[config.mk]
export PLATFORM = sky130hd
export DESIGN_NAME = clkdiv_bank
export DESIGN_NICKNAME = d
export VERILOG_FILES = /design/src/rtl/clkdiv_pkg.sv /design/src/rtl/clkdiv_chan.sv /design/src/rtl/clkdiv_bank.sv
export SDC_FILE = /design/constraint.sdc
export NUM_CORES = 1
export LEC_CHECK = 0
export BUFFER_PORTS_ARGS = -buffer_cell sky130_fd_sc_hd__buf_2
export CAP_MARGIN = 20
export CORE_AREA = 2 2 146 148
export CTS_CLUSTER_DIAMETER = 120
export DETAILED_ROUTE_END_ITERATION = 10
export DIE_AREA = 0 0 148 150
export PLACE_DENSITY = 0.72
export REMOVE_ABC_BUFFERS = 1
export SYNTH_ARGS = -nofsm -noshare
export SYNTH_HDL_FRONTEND = slang
export SYNTH_SLANG_ARGS = --single-unit
[constraint.sdc]
create_clock -name clk_in -period 3.5 [get_ports clk_in]
set_input_delay 0.175 -clock clk_in [delete_from_list [all_inputs] [get_ports clk_in]]
set_output_delay 0.175 -clock clk_in [all_outputs]
set_load 0.01 [all_outputs]
[src/rtl/clkdiv_pkg.sv]
// Shared types and helpers for the clock divider bank.
// The output mode type and its idle output level.
package clkdiv_pkg;

  typedef enum logic {
    MODE_TOGGLE = 1'b0,
    MODE_PULSE  = 1'b1
  } clkdiv_mode_e;

  // Level a channel rests at when disabled, synced or just reset.
  function automatic logic idle_level(input clkdiv_mode_e mode);
    return (mode == MODE_TOGGLE);
  endfunction

endpackage

[src/rtl/clkdiv_chan.sv]
// One divider channel: wrap counter, active threshold/mode and a one-deep pending config
// that is applied only at a period boundary so the output never shows a runt phase.
module clkdiv_chan
  import clkdiv_pkg::*;
#(
  parameter int DIV_W        = 16,
  parameter int DEFAULT_DIV  = 1,
  parameter int DEFAULT_MODE = 0
) (
  input  logic             clk_in,
  input  logic             rst,
  input  logic             en,
  input  logic             sync_in,
  input  logic             cfg_acc,
  input  logic [DIV_W-1:0] cfg_div,
  input  logic             cfg_mode,
  output logic             clk_out,
  output logic             tick,
  output logic             pend
);

  localparam logic [DIV_W-1:0] RST_DIV  = DIV_W'(DEFAULT_DIV);
  localparam clkdiv_mode_e     RST_MODE = (DEFAULT_MODE != 0) ? MODE_PULSE : MODE_TOGGLE;

  logic [DIV_W-1:0] cnt_q, cnt_d;
  logic [DIV_W-1:0] thr_q, thr_d;
  logic [DIV_W-1:0] pdiv_q, pdiv_d;
  clkdiv_mode_e     mode_q, mode_d;
  clkdiv_mode_e     pmode_q, pmode_d;
  logic             pend_q, pend_d;
  logic             tick_q, tick_d;
  logic             out_q, out_d;
  logic             wrap;

  assign wrap = (cnt_q >= thr_q);

  always_comb begin
    cnt_d   = cnt_q;
    thr_d   = thr_q;
    mode_d  = mode_q;
    pdiv_d  = pdiv_q;
    pmode_d = pmode_q;
    pend_d  = pend_q;
    tick_d  = 1'b0;
    out_d   = out_q;

    if (!en) begin
      // A stopped channel has no period boundary to wait for, so apply at once.
      cnt_d = '0;
      if (pend_q) begin
        thr_d  = pdiv_q;
        mode_d = pmode_q;
        pend_d = 1'b0;
      end
      out_d = idle_level(mode_d);
    end else if (sync_in) begin
      cnt_d = '0;
      out_d = idle_level(mode_q);
    end else if (wrap) begin
      cnt_d  = '0;
      tick_d = 1'b1;
      out_d  = (mode_q == MODE_TOGGLE) ? ~out_q : 1'b1;
      if (pend_q) begin
        thr_d  = pdiv_q;
        pend_d = 1'b0;
        if (pmode_q != mode_q) begin
          mode_d = pmode_q;
          out_d  = idle_level(pmode_q);
        end
      end
    end else begin
      cnt_d = cnt_q + DIV_W'(1);
      if (mode_q == MODE_PULSE) begin
        out_d = 1'b0;
      end
    end

    // Accept is only offered while nothing is pending, so it never races an apply.
    if (cfg_acc) begin
      pend_d  = 1'b1;
      pdiv_d  = cfg_div;
      pmode_d = clkdiv_mode_e'(cfg_mode);
    end
  end

  always_ff @(posedge clk_in) begin
    if (rst) begin
      cnt_q   <= '0;
      thr_q   <= RST_DIV;
      mode_q  <= RST_MODE;
      pdiv_q  <= RST_DIV;
      pmode_q <= RST_MODE;
      pend_q  <= 1'b0;
      tick_q  <= 1'b0;
      out_q   <= idle_level(RST_MODE);
    end else begin
      cnt_q   <= cnt_d;
      thr_q   <= thr_d;
      mode_q  <= mode_d;
      pdiv_q  <= pdiv_d;
      pmode_q <= pmode_d;
      pend_q  <= pend_d;
      tick_q  <= tick_d;
      out_q   <= out_d;
    end
  end

  assign clk_out = out_q;
  assign tick    = tick_q;
  assign pend    = pend_q;

endmodule

[src/rtl/clkdiv_bank.sv]
// N-channel programmable clock divider / clock-enable generator with a shared
// valid/ready config port and a global phase-align strobe.
module clkdiv_bank
  import clkdiv_pkg::*;
#(
  parameter  int N_CH         = 4,
  parameter  int DIV_W        = 16,
  parameter  int DEFAULT_DIV  = 1,
  parameter  int DEFAULT_MODE = 0,
  localparam int CH_W         = (N_CH > 1) ? $clog2(N_CH) : 1
) (
  input  logic             clk_in,
  input  logic             rst,
  input  logic [N_CH-1:0]  en,
  input  logic             sync_in,
  input  logic             cfg_valid,
  output logic             cfg_ready,
  input  logic [CH_W-1:0]  cfg_chan,
  input  logic [DIV_W-1:0] cfg_div,
  input  logic             cfg_mode,
  output logic             cfg_err,
  output logic [N_CH-1:0]  clk_out,
  output logic [N_CH-1:0]  tick,
  output logic [N_CH-1:0]  pend
);

  logic [N_CH-1:0] sel;
  logic [N_CH-1:0] acc;
  logic            in_range;
  logic            sel_pend;
  logic            xfer;
  logic            cfg_err_q, cfg_err_d;

  // Decoded select is all-zero for an out-of-range channel, which reads as ready.
  assign in_range  = |sel;
  assign sel_pend  = |(sel & pend);
  assign cfg_ready = rst | ~sel_pend;
  assign xfer      = cfg_valid & cfg_ready;
  assign acc       = sel & {N_CH{xfer}};

  always_comb begin
    cfg_err_d = xfer & ~in_range;
  end

  always_ff @(posedge clk_in) begin
    if (rst) begin
      cfg_err_q <= 1'b0;
    end else begin
      cfg_err_q <= cfg_err_d;
    end
  end

  assign cfg_err = cfg_err_q;

  for (genvar gi = 0; gi < N_CH; gi++) begin : g_ch
    assign sel[gi] = (cfg_chan == CH_W'(gi));

    clkdiv_chan #(
      .DIV_W       (DIV_W),
      .DEFAULT_DIV (DEFAULT_DIV),
      .DEFAULT_MODE(DEFAULT_MODE)
    ) u_chan (
      .clk_in  (clk_in),
      .rst     (rst),
      .en      (en[gi]),
      .sync_in (sync_in),
      .cfg_acc (acc[gi]),
      .cfg_div (cfg_div),
      .cfg_mode(cfg_mode),
      .clk_out (clk_out[gi]),
      .tick    (tick[gi]),
      .pend    (pend[gi])
    );
  end

endmodule

==> metrics.md <==
| Metric | Value |
|---|---|
| Final hold vios | `0` |
| Core area | `0.0207 mm2` |
| Postcts setup bufs | `0` |
| Die W | `148 um` |
| R2r setup slk | `0.78 ns` |
| Post-DRT Antenna Nets | `0` |
| R2R depth | `7` |
| Initial Util | `48.8%` |
| Hold EP | `g_ch[3].u_chan.pend$_SDFFE_PP0P_` |
| Diode count | `0` |
| Setup Viol. Count Final | `0` |
| Vias in the first global route | `7531` |
| Root Buffer | `clkbuf_16` |
| IO Count | `41` |
| First-pass GRT wire length | `35900 um` |
| Reg2reg end | `g_ch[3].u_chan.cnt_q[2]$_SDFF_PP0_` |
| Final Cycle Share | `77.7%` |
| Ys Warns | `0` |
| Lkg Pwr | `4.13 nW` |
| CTS tree | `done` |
| IO buf count | `40` |
| Gate power share | `5.6%` |
| Number of max-cap violations | `0` |
| Final Skew | `0.0185 ns` |
| Worst min path class | `primary input to flip-flop` |
| Sw Share | `22.2%` |
| H-tree levels | `1` |
| Crit. End Element | `flip-flop` |
| Synth Flop Type | `dfxtp_1` |
| Worst Setup Start Kind | `flip-flop` |
| Cells after Synth | `1209` |
| Status | `complete, no violations` |
| Longest Clk Path Bufs | `3` |
| Layout cells sized above 1 | `9.07%` |
| Fmax | `368 MHz` |
| Post-DP HPWL | `14900 um` |
| Clock Pin Slew Worst Setup and Hold Paths | `0.06 ns` |
| Die height | `150 um` |
| Ys async rst share | `0%` |
| Router iterations before antenna repair | `4` |
| Max-slew headroom | `29.4%` |
| # DRC | `0` |
| Cts hold-fix bufs | `21` |
| Pin count of the biggest net entering global routing | `69` |
| Hold Slack | `0.176 ns` |
| EDFF count, synth | `0` |
| TritonCTS Buffers | `23` |
| Psw | `0.00120 W` |
| Fillers | `1901` |
| Initial antenna violation count | `0` |
| Vias/cell | `5.30` |
| Actual slew at the worst max-slew pin | `1.06 ns` |
| Overall routing resource usage | `19.5%` |
| Part of the power in registers | `46.2%` |
| Setup TNS | `0 ns` |
| Vias after detailed routing | `8115` |
| Area Growth Syn to Fin | `13.0%` |
| Max FO, Critical Path | `16` |
| Synth Cell Area | `0.0101 mm2` |
| Critical hold path startpoint | `rst` |
| Final net count | `1335` |
| DRT Wirelength | `21700 um` |
| Hold depth | `2` |
| Synth Register Bits | `213` |
| Cell-internal power | `0.00419 W` |
| Seq/Total Area, Yosys | `42.2%` |
| Synthesized area per cell | `8.35 um2` |
| Die area | `0.0222 mm2` |
| DR iter-0 viols | `572` |
| Post-cts sizing count | `0` |
| DP Area | `0.0104 mm2` |
| CTS Sinks | `213` |
| Cell Pwr Density | `472 mW/mm2` |
| Grt total ovfl | `0` |
| RSZ-0062 raised after global routing | `false` |
| Fin crit period | `2.72 ns` |
| Crit path kind | `flip-flop to flip-flop` |
| Routability cong. | `0.821` |
| Total power | `0.00539 W` |
| Crit path DAT | `3.17 ns` |
| Final design area excluding fillers | `0.0114 mm2` |
| Wirelength per Cell | `14.2 um` |
| Reg-to-Reg Start | `g_ch[3].u_chan.cnt_q[2]$_SDFF_PP0_` |
| Unique masters post-synth | `60` |
| Row cnt | `53` |
| Max-slew violations | `0` |
| Worst IR Drop VDD | `0.415 mV` |
| WP data required | `3.95 ns` |
| Clock power frac | `48.2%` |
| Worst-skew pair later-pin latency | `0.51 ns` |
-- cells by family (layout without fill, tap and decap cells) --
group / Yosys count / count (layout) / share of synthesized area (%)
xor gates and xnor gates: 56 / 56 / 4.86
muxes: 53 / 53 / 5.38
DFF: 213 / 213 / 42.2
other: 1 / 1 / 0.0371
adders and majority gates: 68 / 68 / 8.42
buffers and inverters: 145 / 193 / 6.32
AOI/OAI and AO/OA: 183 / 183 / 11.2
and+or+nand+nor: 490 / 490 / 21.6
-- layout by cell type (no fill, tap or decap), drive strengths merged, types with 3 or more instances in the layout --
cell type      n
nand2        266
dfxtp        213
a21oi        110
nor2          96
inv           82
ha            68
nand3         55
mux2i         52
buf           49
xor2          34
clkbuf        31
o21ai         29
xnor2         22
dlygate4sd3   21
nand4         19
and3          15
nor3          10
a21o           7
nor2b          7
bufinv         5
nand2b         5
a2111oi        5
and4           4
o211ai         4
or3            4
o221ai         4
a211oi         4
o21a           3
clkinv         3
o31ai          3
-- how the worst max path moves through the flow --
stage                                            start                                    to
finish              g_ch[3].u_chan.cnt_q[2]$_SDFF_PP0_    g_ch[3].u_chan.cnt_q[2]$_SDFF_PP0_
global placement    g_ch[3].u_chan.cnt_q[5]$_SDFF_PP0_    g_ch[3].u_chan.cnt_q[7]$_SDFF_PP0_
detailed placement  g_ch[3].u_chan.cnt_q[2]$_SDFF_PP0_    g_ch[3].u_chan.cnt_q[2]$_SDFF_PP0_
floorplan           g_ch[2].u_chan.cnt_q[0]$_SDFF_PP0_    g_ch[2].u_chan.mode_q$_SDFFE_PP0P_
global route        g_ch[2].u_chan.cnt_q[0]$_SDFF_PP0_  g_ch[2].u_chan.thr_q[5]$_SDFFE_PP0P_
CTS                 g_ch[3].u_chan.cnt_q[2]$_SDFF_PP0_   g_ch[3].u_chan.cnt_q[15]$_SDFF_PP0_
-- power groups by stage --
stage / sequential, W / clock, W / combinational [W]
after floorplan: 0.00254 / 0 / 0.000158
after CTS: 0.00249 / 0.00265 / 0.000299
after global routing: 0.00249 / 0.00273 / 0.000333
final: 0.00249 / 0.00260 / 0.000303
after detailed placement: 0.00254 / 0 / 0.000280
after global placement: 0.00254 / 0 / 0.000276
-- synth_stat cells (3+ instances only) --
library cell    n  area, um2
a2111oi_2       3       45.0
nand3_1        55        275
nor2b_1         7       43.8
and4_1          4       35.0
clkbuf_1       41        154
a21oi_1       110        551
nor2_1         85        319
xnor2_1        22        193
o21a_1          3       22.5
buf_2           5       25.0
dfxtp_1       213       4260
nor3_1         10       50.1
mux2i_1        52        521
xor2_1         34        298
nor2_4          9        101
buf_4          15        113
or3_1           4       25.0
and3_1         15       93.8
inv_1          80        300
nand2b_1        4       25.0
o211ai_1        4       30.0
nand2_1       266        998
o221ai_1        3       26.3
o21ai_0        28        140
ha_1           68        851
a21o_1          7       52.6
nand4_1        19        119
-- layer usage --
layer,track usage [%],wire length (um)
met4,4.29,354
met2,32.8,10200
met3,3.48,1220
met5,0,0
met1,26.3,9960
-- layout make-up --
| class | instances | area [um2] | share of cell area [%] |
|---|---|---|---|
| clock buffer | 31 | 626 | 5.48 |
| clock inverter | 11 | 189 | 1.66 |
| inverter | 81 | 304 | 2.66 |
| multi-input combinational | 851 | 5210 | 45.6 |
| sequential | 213 | 4260 | 37.4 |
| tap | 275 | 344 | 3.01 |
| timing repair buffer | 70 | 480 | 4.21 |
-- worst max-delay path, stage by stage, from the launching register on --
cell and delay (ns):
dfxtp_1 0.43, ha_1 0.29, a211oi_1 0.24, o21ai_1 0.14, a221oi_4 0.36, o22ai_2 0.17, or3_1 0.80, nor2_1 0.22
-- stage by stage --
step                setup WS, ns  instances  utilization (%)
global placement           0.886       1469             50.2
floorplan                  0.495       1145                -
detailed placement         0.801       1469             50.2
CTS                        0.775       1532             55.2
global route               0.507       1532             55.2
finish                     0.780       1532             55.2
-- registers in the layout, indices dropped and copies added, names as in the netlist --
register and cells:
g_ch.u_chan.pend 4, g_ch.u_chan.cnt_q 64, g_ch.u_chan.pmode_q 4, cfg_err 1, g_ch.u_chan.clk_out 4, g_ch.u_chan.pdiv_q 64
g_ch.u_chan.mode_q 4, g_ch.u_chan.thr_q 64, g_ch.u_chan.tick 4
No activity file was read; power rests on OpenSTA's default activity.
